`config.mk`:
```
export PLATFORM = sky130hd
export DESIGN_NAME = mem_bus_arbiter
export DESIGN_NICKNAME = d
export VERILOG_FILES = /design/src/rtl/mem_bus_arbiter.sv
export SDC_FILE = /design/constraint.sdc
export NUM_CORES = 1
export LEC_CHECK = 0
export ABC_CLOCK_PERIOD_IN_PS = 12300
export BUFFER_PORTS_ARGS = -buffer_cell sky130_fd_sc_hd__buf_2
export CAP_MARGIN = 30
export CORE_MARGIN = 4
export CORE_UTILIZATION = 50
export CTS_BUF_LIST = sky130_fd_sc_hd__clkbuf_8 sky130_fd_sc_hd__clkbuf_16
export DETAILED_ROUTE_END_ITERATION = 16
export PLACE_DENSITY_LB_ADDON = 0.3
export SYNTH_ARGS = -nofsm -noshare
export SYNTH_HDL_FRONTEND = slang
export SYNTH_SLANG_ARGS = --single-unit
export TNS_END_PERCENT = 10
```
`constraint.sdc`:
```
create_clock -name clk -period 12.3 [get_ports clk]
set_clock_uncertainty 0.05 [all_clocks]
set_input_delay 0.615 -clock clk [delete_from_list [all_inputs] [get_ports clk]]
set_output_delay 0.615 -clock clk [all_outputs]
set_load 0.1 [all_outputs]
```
`src/rtl/mem_bus_arbiter.sv`:
```
// Shares one single-ported memory bus between the instruction-fetch path
// and the data-access path. The arbiter runs one registered bus transaction
// at a time and returns read data with a single-cycle ack. A busy-cycle
// timeout aborts a hung transaction and pulses err_o. A run counter stops
// back-to-back data accesses from starving instruction fetch.
`timescale 1ns/1ps
module mem_bus_arbiter #(
  parameter int ADDR_W      = 32,
  parameter int DATA_W      = 32,
  parameter int TIMEOUT     = 15,
  parameter int MAX_MEM_RUN = 2
) (
  input  logic              clk,
  input  logic              rst,
  input  logic              if_req_i,
  input  logic [ADDR_W-1:0] if_addr_i,
  output logic [DATA_W-1:0] if_rdata_o,
  output logic              if_ack_o,
  input  logic              mem_req_i,
  input  logic              mem_we_i,
  input  logic [3:0]        mem_sel_i,
  input  logic [ADDR_W-1:0] mem_addr_i,
  input  logic [DATA_W-1:0] mem_wdata_i,
  output logic [DATA_W-1:0] mem_rdata_o,
  output logic              mem_ack_o,
  output logic              bus_cyc_o,
  output logic              bus_stb_o,
  output logic              bus_we_o,
  output logic [3:0]        bus_sel_o,
  output logic [ADDR_W-1:0] bus_addr_o,
  output logic [DATA_W-1:0] bus_wdata_o,
  input  logic [DATA_W-1:0] bus_rdata_i,
  input  logic              bus_ack_i,
  output logic              stallreq_o,
  output logic              err_o
);

  typedef enum logic [1:0] {IDLE, IF_BUSY, MEM_BUSY} state_t;

  localparam int               RUN_W   = (MAX_MEM_RUN < 1) ? 1 : $clog2(MAX_MEM_RUN + 1);
  localparam logic [RUN_W-1:0] RUN_MAX = RUN_W'(MAX_MEM_RUN);
  // The abort fires on the edge that ends the TIMEOUT-th busy cycle without an ack.
  localparam logic [7:0]       TO_LAST = 8'(TIMEOUT - 1);

  state_t           state, state_next;
  logic [7:0]       to_cnt;
  logic [RUN_W-1:0] run_cnt;
  logic             grant_mem, grant_if, done, abort;

  // Next-state decode: grant selection in IDLE, completion/timeout in BUSY
  always_comb begin
    state_next = state;
    grant_mem  = 1'b0;
    grant_if   = 1'b0;
    done       = 1'b0;
    abort      = 1'b0;
    case (state)
      IDLE: begin
        if (mem_req_i && (!if_req_i || (run_cnt < RUN_MAX))) begin
          grant_mem  = 1'b1;
          state_next = MEM_BUSY;
        end else if (if_req_i) begin
          grant_if   = 1'b1;
          state_next = IF_BUSY;
        end
      end
      IF_BUSY, MEM_BUSY: begin
        // An ack in the threshold cycle still completes normally
        if (bus_ack_i) begin
          done       = 1'b1;
          state_next = IDLE;
        end else if (to_cnt == TO_LAST) begin
          abort      = 1'b1;
          state_next = IDLE;
        end
      end
      default: state_next = IDLE;
    endcase
  end

  // State register
  always_ff @(posedge clk or posedge rst) begin
    if (rst) state <= IDLE;
    else     state <= state_next;
  end

  // Bus drive, ack/err pulses, returned data, timeout and MEM-run counters
  always_ff @(posedge clk or posedge rst) begin
    if (rst) begin
      bus_cyc_o   <= 1'b0;
      bus_stb_o   <= 1'b0;
      bus_we_o    <= 1'b0;
      bus_sel_o   <= '0;
      bus_addr_o  <= '0;
      bus_wdata_o <= '0;
      if_ack_o    <= 1'b0;
      mem_ack_o   <= 1'b0;
      err_o       <= 1'b0;
      if_rdata_o  <= '0;
      mem_rdata_o <= '0;
      to_cnt      <= '0;
      run_cnt     <= '0;
    end else begin
      if_ack_o  <= 1'b0;
      mem_ack_o <= 1'b0;
      err_o     <= 1'b0;
      if (grant_mem) begin
        bus_cyc_o   <= 1'b1;
        bus_stb_o   <= 1'b1;
        bus_we_o    <= mem_we_i;
        bus_sel_o   <= mem_sel_i;
        bus_addr_o  <= mem_addr_i;
        bus_wdata_o <= mem_wdata_i;
        // Only a grant taken while IF is waiting counts toward the run
        run_cnt     <= if_req_i ? run_cnt + 1'b1 : '0;
      end else if (grant_if) begin
        bus_cyc_o   <= 1'b1;
        bus_stb_o   <= 1'b1;
        bus_we_o    <= 1'b0;
        bus_sel_o   <= 4'hF;
        bus_addr_o  <= if_addr_i;
        bus_wdata_o <= '0;
        run_cnt     <= '0;
      end
      if (done || abort) begin
        bus_cyc_o <= 1'b0;
        bus_stb_o <= 1'b0;
        to_cnt    <= '0;
        err_o     <= abort;
        if (state == IF_BUSY) begin
          if_ack_o   <= 1'b1;
          if_rdata_o <= abort ? '0 : bus_rdata_i;
        end else begin
          mem_ack_o <= 1'b1;
          if (abort)          mem_rdata_o <= '0;
          else if (!bus_we_o) mem_rdata_o <= bus_rdata_i;
        end
      end else if (state != IDLE) begin
        to_cnt <= to_cnt + 8'd1;
      end
    end
  end

  assign stallreq_o = ~rst & ((if_req_i & ~if_ack_o) | (mem_req_i & ~mem_ack_o));

endmodule

```
### After elaboration in Yosys (flattened, before gate mapping)

Index checks and enable logic that the tools add are counted.

* flip-flop bits (word level): 149
* output and inout bits: 139
* bits in latches: 0
* ROM bits: 0
* word-level logic and storage cells: 82
* input bits: 138
* memories: 0
* bits in writable memories: 0

* $mul: 0
* bitwise logic cells: 8
* div/mod/pow operators: 0
* magnitude comparators: 1
* add/sub/neg operators: 2
* shifts and indexed selects: 0
* reductions and logical operators: 13
* eq/ne operators: 6
* mux-type cells: 39

Operators with widths (count)
* 32-bit 2-to-1 mux: 7
* 1-bit 2-to-1 mux: 20
* 8-bit 2-to-1 mux: 2
* 2-bit 2-to-1 mux: 7
* 8-bit by 1-bit adder with 8-bit output (second input constant): 1
* 8-bit by 4-bit == test with 1-bit output (second input constant): 1
* 4-bit 2-to-1 mux: 2
* 3-bit != test (second input constant): 2
* 2-bit nonzero test: 3
* 1-bit NOT: 4
* 2-bit case mux with 2 select lines: 1
* 2-bit AND reduction: 2
* 1-bit AND: 3
* 3-bit AND reduction: 1
* 3-bit nonzero test: 1
* 2-bit by 1-bit adder with 2-bit output (second input constant): 1
* 2-bit by 1-bit == test with 1-bit output (second input constant): 1
* 2-bit == test (second input constant): 1
* 2-bit logical NOT: 1
* 1-bit logical OR: 2
* 2-bit < comparator (second input constant): 1
* 2-bit by 1-bit != test with 1-bit output (second input constant): 1
* 2-bit OR reduction: 1
* 1-bit logical AND: 1
* 2 further kinds: 2

### Depth between registers and ports, before layout

Gate-level depths: netlist of run 1.

* word-level depth: 8
* mapped depth: 8
* mapped depth without buffers: 6

### Least setup slack after synthesis of run 1

No wires, ideal clock.

* kind: input-to-output
* start point: in rst
* end point: out stallreq_o
* stages: 2
* path buffers: 0
* data required time: 11.635 ns
* arrival: 4.746 ns
* setup slack: 6.889 ns
* cells stage by stage: inv_1 -> and2_1

* word-level cells in the longest chain between the ends: 2

RTL lines
* start: declaration: line 14 `input logic rst,`
* 1-bit NOT: line 144 `assign stallreq_o = ~rst & ((if_req_i & ~if_ack_o) | (mem_req_i & ~mem_ack_o));`
* 1-bit AND: line 144
* end: declaration: line 34 `output logic stallreq_o,`

No other way between the ends.

### Worst setup path after layout of run 1

Same ends and word-level chain as after synthesis.

==> impl_metrics.csv, run 1 <==
group,metric,value,unit
critical_path,path_delay_family,"buffers and inverters",
clock_tree,hold_buffers,0,
synthesis,synth_top_area_cell,"dfrtp_1",
synthesis,yosysMostFrequentCell,"dfrtp_1",
global_routing,antenna_found_initial,0,
routing,drc_errors,0,
final_layout,seqCellArea,0.00373,mm²
global_routing,grt_use_total,25.1,%
timing,maxSlewViolCount,0,
critical_path,cp-end-kind,"primary output",
clock_tree,cts_setup_buffers,0,
clock_tree,clk_latency,410,ps
clock_tree,clock_path_buffers,2,
min_path,hp-class,"input pin to asynchronous set/reset pin",
routing,wl_per_cell,18.9,µm
timing,relSlewSlack,38.0,%
timing,setup_viol,0,
place,port_buffers,276,
critical_path,crit_path_frequent_cell,"buf_2",
floorplanning,core,0.0111,mm²
critical_path,slowest_delay,440,ps
critical_path,cp_num_buf_inv,3,
final_layout,drive_above_1_share,43.8,%
clock_tree,cts-root-buf,"clkbuf_16",
synthesis,synth_area,0.00576,mm²
critical_path,crit_type,"input pin to primary output",
timing,fin_crit,2510,ps
place,dp_hpwl,11.9,mm
floorplanning,io_pins,277,
clock_tree,cts_tree,"built",
timing,fmax,398,MHz
synthesis,yosysWarnings,0,
timing,hold_ws,232,ps
synthesis,synthArstFlopShare,100,%
floorplanning,rows,38,
critical_path,reg2reg_slack,10140,ps
critical_path,r2r-start,"to_cnt[0]",
critical_path,startpoint_type,"input pin",
timing,post-route-period-util,20.4,%
final_layout,syn_to_final_growth,36.5,%
critical_path,cp_slowest_cell,"inv_6",
synthesis,synthFlopType,"dfrtp_1",
clock_tree,clkSinkCount,149,
final_layout,fin_util,71.0,%
critical_path,reg2reg_depth,7,
routing,drt_iter0_markers,335,
clock_tree,clk_pin_slew,60,ps
routing,vias,4952,
floorplanning,initial_core_util,52.0,%
final_layout,diodes,0,
routing,drt_wl_total,16.7,mm
clock_tree,cts_resized,0,
synthesis,synth_area_per_cell,12.4,µm²
timing,rsz0062_at_grt,"false",
critical_path,timing.rr.end,"mem_rdata_o[20]",
final_layout,num-nets-final,874,
synthesis,synthTopCellsByCount,"149 x dfrtp_1, 98 x a22o_1, 69 x nor2_1",
synthesis,synth_top_area_share,64.7,%
synthesis,seq_area_frac_synth,64.7,%
place,pre_cts_ws,9740,ps
global_routing,grt.overflow.total,0,
place,gp_congestion,0.822,
synthesis,synth_edf_count,0,
global_routing,first_global_vias,5075,
final_layout,multi_input_area,0.00182,mm²
timing,setup_ws,9790,ps
synthesis,ys_ff_latch,149,
critical_path,crit_fanout,75,
floorplanning,die_area,0.0133,mm²
floorplanning,fp.dieW,115,µm
clock_tree,cts-buffers-inserted,17,
synthesis,synth.top_cells.by_area,"dfrtp_1 65%, a22o_1 15%, nor2_1 4.5%",
routing,ant_nets,0,
timing,timing.setup.tns,0,ps
critical_path,cp.arrival,1850,ps
timing,worstMarginPinSlew,929,ps
synthesis,synthCells,463,
job,cap_violations,0,
global_routing,grt_pass1_wl,26.1,mm
critical_path,crit_start,"rst",
routing,via_per_inst,5.60,
synthesis,syn_nets,606,
outcome,status,"completed",
global_routing,grt_max_degree,77,
floorplanning,die_h,115,µm
timing,final-hold-violation-count,0,
final_layout,nFillCells,805,
clock_tree,htreeDepth,4,
synthesis,synth_cell_types,42,
routing,first_pass_iters,6,
critical_path,path_cells,"buf_2 > inv_6 > and2_1 > buf_2",
critical_path,required,11640,ps
==> cell usage in the layout (no fill, tap or decap), types with 3 or more instances in the layout <==
cell	n
and3_1	3
dfrtp_1	149
o22a_1	4
o22ai_1	34
nand2b_1	3
a21oi_1	6
inv_1	8
nand2_1	10
nor2b_1	3
nor2_1	69
a22o_1	98
nand3_1	4
clkinv_4	3
buf_4	6
buf_2	276
ha_1	5
o21ai_0	3
inv_6	6
clkbuf_16	17
==> stage by stage <==
stage	instance area [µm²]	cells
2_1_floorplan	5760	463
3_3_place_gp	7180	848
3_5_place_dp	7270	852
4_1_cts	7870	884
5_1_grt	7870	884
6_report	7870	884
==> registers in the layout, summed over array words and instances (netlist names) <==
| name | flops |
|---|---|
| bus_wdata_o | 32 |
| to_cnt | 8 |
| state | 2 |
| if_rdata_o | 32 |
| err_o | 1 |
| if_ack_o | 1 |
| run_cnt | 2 |
| bus_we_o | 1 |
| bus_addr_o | 32 |
| mem_ack_o | 1 |
| mem_rdata_o | 32 |
| bus_sel_o | 4 |
| bus_stb_o | 1 |
==> kinds of logic after synthesis <==
| family | after synthesis | share of synthesized area [%] |
|---|---|---|
| AOI/OAI and AO/OA | 157 | 21.7 |
| xor gates and xnor gates | 2 | 0.304 |
| adders and majority gates | 5 | 1.09 |
| buffers and inverters | 45 | 3.80 |
| DFF | 149 | 64.7 |
| and+or+nand+nor | 105 | 8.43 |
==> cell type report <==
cell class              count  area share [%]
flip-flops and latches    149            47.4
multi-input cells         269            23.1
repair buffers            286            19.2
clock buffers              19            5.76
well taps                 140            2.23
clock inverters            13            1.86
inverters                   8           0.445
==> per-layer routing <==
| layer | wire length, µm | vias to the layer above | GRT usage, % |
|---|---|---|---|
| met5 | 0 | - | 0 |
| li1 | - | 2238 | - |
| met2 | 8670 | 238 | 43.2 |
| met3 | 1370 | 43 | 6.53 |
| met4 | 480 | 0 | 10.0 |
| met1 | 6160 | 2433 | 30.2 |
==> worst reg2reg max path: stages (launching register included) <==
cell and delay (ps):
dfrtp_1 420, inv_1 70, ha_1 200, nor3b_4 240, a31oi_1 110, or3b_1 510, buf_16 230, a22o_1 220
==> how the worst max path moves through the flow <==
stage / end / slack (ps) / cells past startpoint
floorplan: stallreq_o / 6890 / 2
detailed placement: stallreq_o / 9740 / 4
global route: stallreq_o / 9640 / 4
global placement: stallreq_o / 9750 / 4
CTS: stallreq_o / 9740 / 4
finish: stallreq_o / 9790 / 4
Power of run 1 is not shown: default switching activity piles up to over one toggle a cycle in this logic, so the estimate is an artifact.
==> inputs of run 2 (changes only) <==
--- a/config.mk
+++ b/config.mk
@@ -5,11 +5,12 @@
 export SDC_FILE = /design/constraint.sdc
 export NUM_CORES = 1
 export LEC_CHECK = 0
-export ABC_CLOCK_PERIOD_IN_PS = 12300
+export ABC_AREA = 1
+export ABC_CLOCK_PERIOD_IN_PS = 2140
 export BUFFER_PORTS_ARGS = -buffer_cell sky130_fd_sc_hd__buf_2
 export CAP_MARGIN = 30
 export CORE_MARGIN = 4
-export CORE_UTILIZATION = 50
+export CORE_UTILIZATION = 43
 export CTS_BUF_LIST = sky130_fd_sc_hd__clkbuf_8 sky130_fd_sc_hd__clkbuf_16
 export DETAILED_ROUTE_END_ITERATION = 16
 export PLACE_DENSITY_LB_ADDON = 0.3
==> constraint.sdc (replaced) <==
create_clock -name clk -period 2.14 [get_ports clk]
set_clock_uncertainty 0.05 [all_clocks]
set_input_delay 0.107 -clock clk [delete_from_list [all_inputs] [get_ports clk]]
set_output_delay 0.107 -clock clk [all_outputs]
set_load 0.1 [all_outputs]
==> run 2 against run 1 <==
Against the previous run:
- routed wire length up 22%
- worst hold slack got worse by 210 ps
- first-iteration DRC count increased by 20%
- synthesized cell count increased by 52%
- die area increased by 27%
- setup slack got worse by 9600 ps
- utilization shrank 3.6 points
- sequential share of layout area fell by 9.4 points
- sequential cell count unchanged
- area after synthesis grew 11%
- critical endpoint is now mem_rdata_o[13]
- largest cell class unchanged
==> impl_metrics.csv, run 2 <==
group,metric,value,unit
routing,drt_iter0_markers,401,
timing,setup_ws,176,ps
critical_path,path_delay_family,"simple AND/OR/NAND/NOR gates",
critical_path,required,2380,ps
synthesis,yosysMostFrequentCell,"nand2_1",
place,dpl_cell_area,0.00787,mm²
global_routing,first_global_vias,6404,
timing,fin_crit,1960,ps
critical_path,cp_num_buf_inv,2,
final_layout,num-nets-final,1249,
critical_path,slowest_delay,370,ps
critical_path,path_cells,"inv_1 > ha_1 > inv_1 > nor2_2 > nand2_4 > nand2_1 > nand3_4 > nand2_1 > nand2_1",
routing,vias,6326,
critical_path,r2r-start,"state[0]",
floorplanning,die_h,130,µm
synthesis,yosysWarnings,0,
synthesis,synthArstFlopShare,100,%
synthesis,synth_area,0.00638,mm²
synthesis,synth_top_area_cell,"dfrtp_1",
timing,relSlewSlack,52.9,%
place,gp_congestion,0.821,
timing,rsz0062_at_grt,"false",
critical_path,reg2reg_slack,180,ps
critical_path,path_depth,9,
clock_tree,clock_path_buffers,2,
place,pre_cts_ws,145,ps
final_layout,syn_to_final_growth,53.6,%
place,port_buffers,276,
synthesis,synthCells,706,
clock_tree,cts-root-buf,"clkbuf_16",
clock_tree,clk_latency,410,ps
critical_path,cp.arrival,2210,ps
floorplanning,io_pins,277,
critical_path,cp-end-kind,"flop",
final_layout,mostFrequentLayoutCells,"276 x buf_2, 247 x nand2_1, 149 x dfrtp_1",
global_routing,grt_pass1_wl,31.9,mm
clock_tree,clkSinkCount,149,
global_routing,grt_max_degree,85,
critical_path,crit_fanout,32,
critical_path,startpoint_type,"flop",
global_routing,grt_use_total,24.1,%
critical_path,cp_slowest_cell,"dfrtp_1",
routing,ant_nets,0,
global_routing,grt.overflow.total,0,
critical_path,crit_end,"mem_rdata_o[13]",
synthesis,syn_nets,849,
synthesis,synthTopCellsByCount,"247 x nand2_1, 149 x dfrtp_1, 73 x nor2_1",
synthesis,seq_area_frac_synth,58.4,%
timing,post-route-period-util,91.8,%
timing,maxSlewViolCount,0,
synthesis,ys_ff_latch,149,
synthesis,synth_area_per_cell,9.04,µm²
critical_path,crit_path_frequent_cell,"nand2_1",
timing,setup_viol,0,
critical_path,crit_type,"flop to flop",
critical_path,reg2reg_depth,9,
floorplanning,core,0.0145,mm²
synthesis,synth_edf_count,0,
global_routing,antenna_found_initial,2,
timing,hold_ws,26.6,ps
routing,via_per_inst,4.85,
place,dp_hpwl,12.2,mm
clock_tree,cts_tree,"built",
synthesis,synth.top_cells.by_area,"dfrtp_1 58%, nand2_1 15%, o21ai_0 5.5%",
min_path,whs_path_depth,3,
critical_path,crit_start,"state[0]",
final_layout,drive_above_1_share,29.5,%
routing,drc_errors,0,
final_layout,final_common_cell,"buf_2",
clock_tree,htreeDepth,4,
final_layout,stdcell_area,0.00981,mm²
synthesis,synth_top_area_share,58.4,%
floorplanning,rows,44,
routing,first_pass_iters,4,
routing,wl_per_cell,15.7,µm
outcome,status,"completed",
synthesis,synth_cell_types,33,
routing,drt_wl_total,20.4,mm
floorplanning,initial_core_util,43.9,%
timing,fmax,509,MHz
synthesis,synthFlopType,"dfrtp_1",
floorplanning,fp.dieW,130,µm
min_path,hp-class,"input pin to flop",
clock_tree,cts-buffers-inserted,17,
clock_tree,clk_pin_slew,60,ps
floorplanning,die_area,0.0169,mm²
timing,worstMarginPinSlew,707,ps
timing,final-hold-violation-count,0,
job,cap_violations,0,
critical_path,timing.rr.end,"mem_rdata_o[13]",
## run 2: layer usage
metal / track usage [%] / vias up / part of all wire, %
met2: 40.7 / 284 / 50
met4: 13.0 / 0 / 4.8
li1: - / 3027 / -
met5: 0 / - / 0
met3: 5.57 / 72 / 6.5
met1: 28.7 / 2943 / 38
## run 2: worst min path at each step
stage,startpoint,endpoint,slack [ps]
floorplan,mem_we_i,bus_we_o,180
global placement,rst,bus_sel_o[2],220
detailed placement,rst,bus_addr_o[1],230
CTS,if_addr_i[15],bus_addr_o[15],10
global route,if_addr_i[15],bus_addr_o[15],30
finish,if_addr_i[15],bus_addr_o[15],30
## run 2: cell families (layout without fill, tap and decap cells)
kind of cell | count (synthesis) | count (layout) | synth area share, %
XOR/XNOR | 3 | 3 | 0.412
other | 0 | 2 | 0
AO/OA/AOI/OAI | 111 | 111 | 11.0
AND/OR/NAND/NOR | 343 | 343 | 21.7
adder cells (fa/ha/maj) | 5 | 5 | 0.980
buffers and inverters | 95 | 506 | 7.51
flip-flops | 149 | 149 | 58.4
## run 2: through the flow
stage / TNS [ps] / std cells / utilization, %
CTS: 0 / 1301 / 67.4
global placement: 0 / 1138 / 54.2
floorplan: -337 / 706 / -
global route: 0 / 1303 / 67.5
finish: 0 / 1303 / 67.5
detailed placement: 0 / 1138 / 54.2
## run 2: area by class of cell
type	count	area [µm²]
Antenna cell	2	5.00
Clock buffer	19	453
Clock inverter	11	138
Fill cell	1105	4730
Inverter	57	223
Multi-Input combinational cell	462	2180
Sequential cell	149	3730
Tap cell	184	230
Timing Repair Buffer	419	2850
## run 2: repair_timing
action                                 CTS  global route
setup buffers                            0             0
endpoints found under the hold margin  284             0
setup endpoints to repair                0            52
gates resized for setup                  0             2
hold buffers                           133             0
## run 2: tightest hold or removal path, cell delays in order
cell and delay (ps):
buf_2 70, o21ai_0 70, o21ai_0 190
Power of run 2 is left out for the same reason.
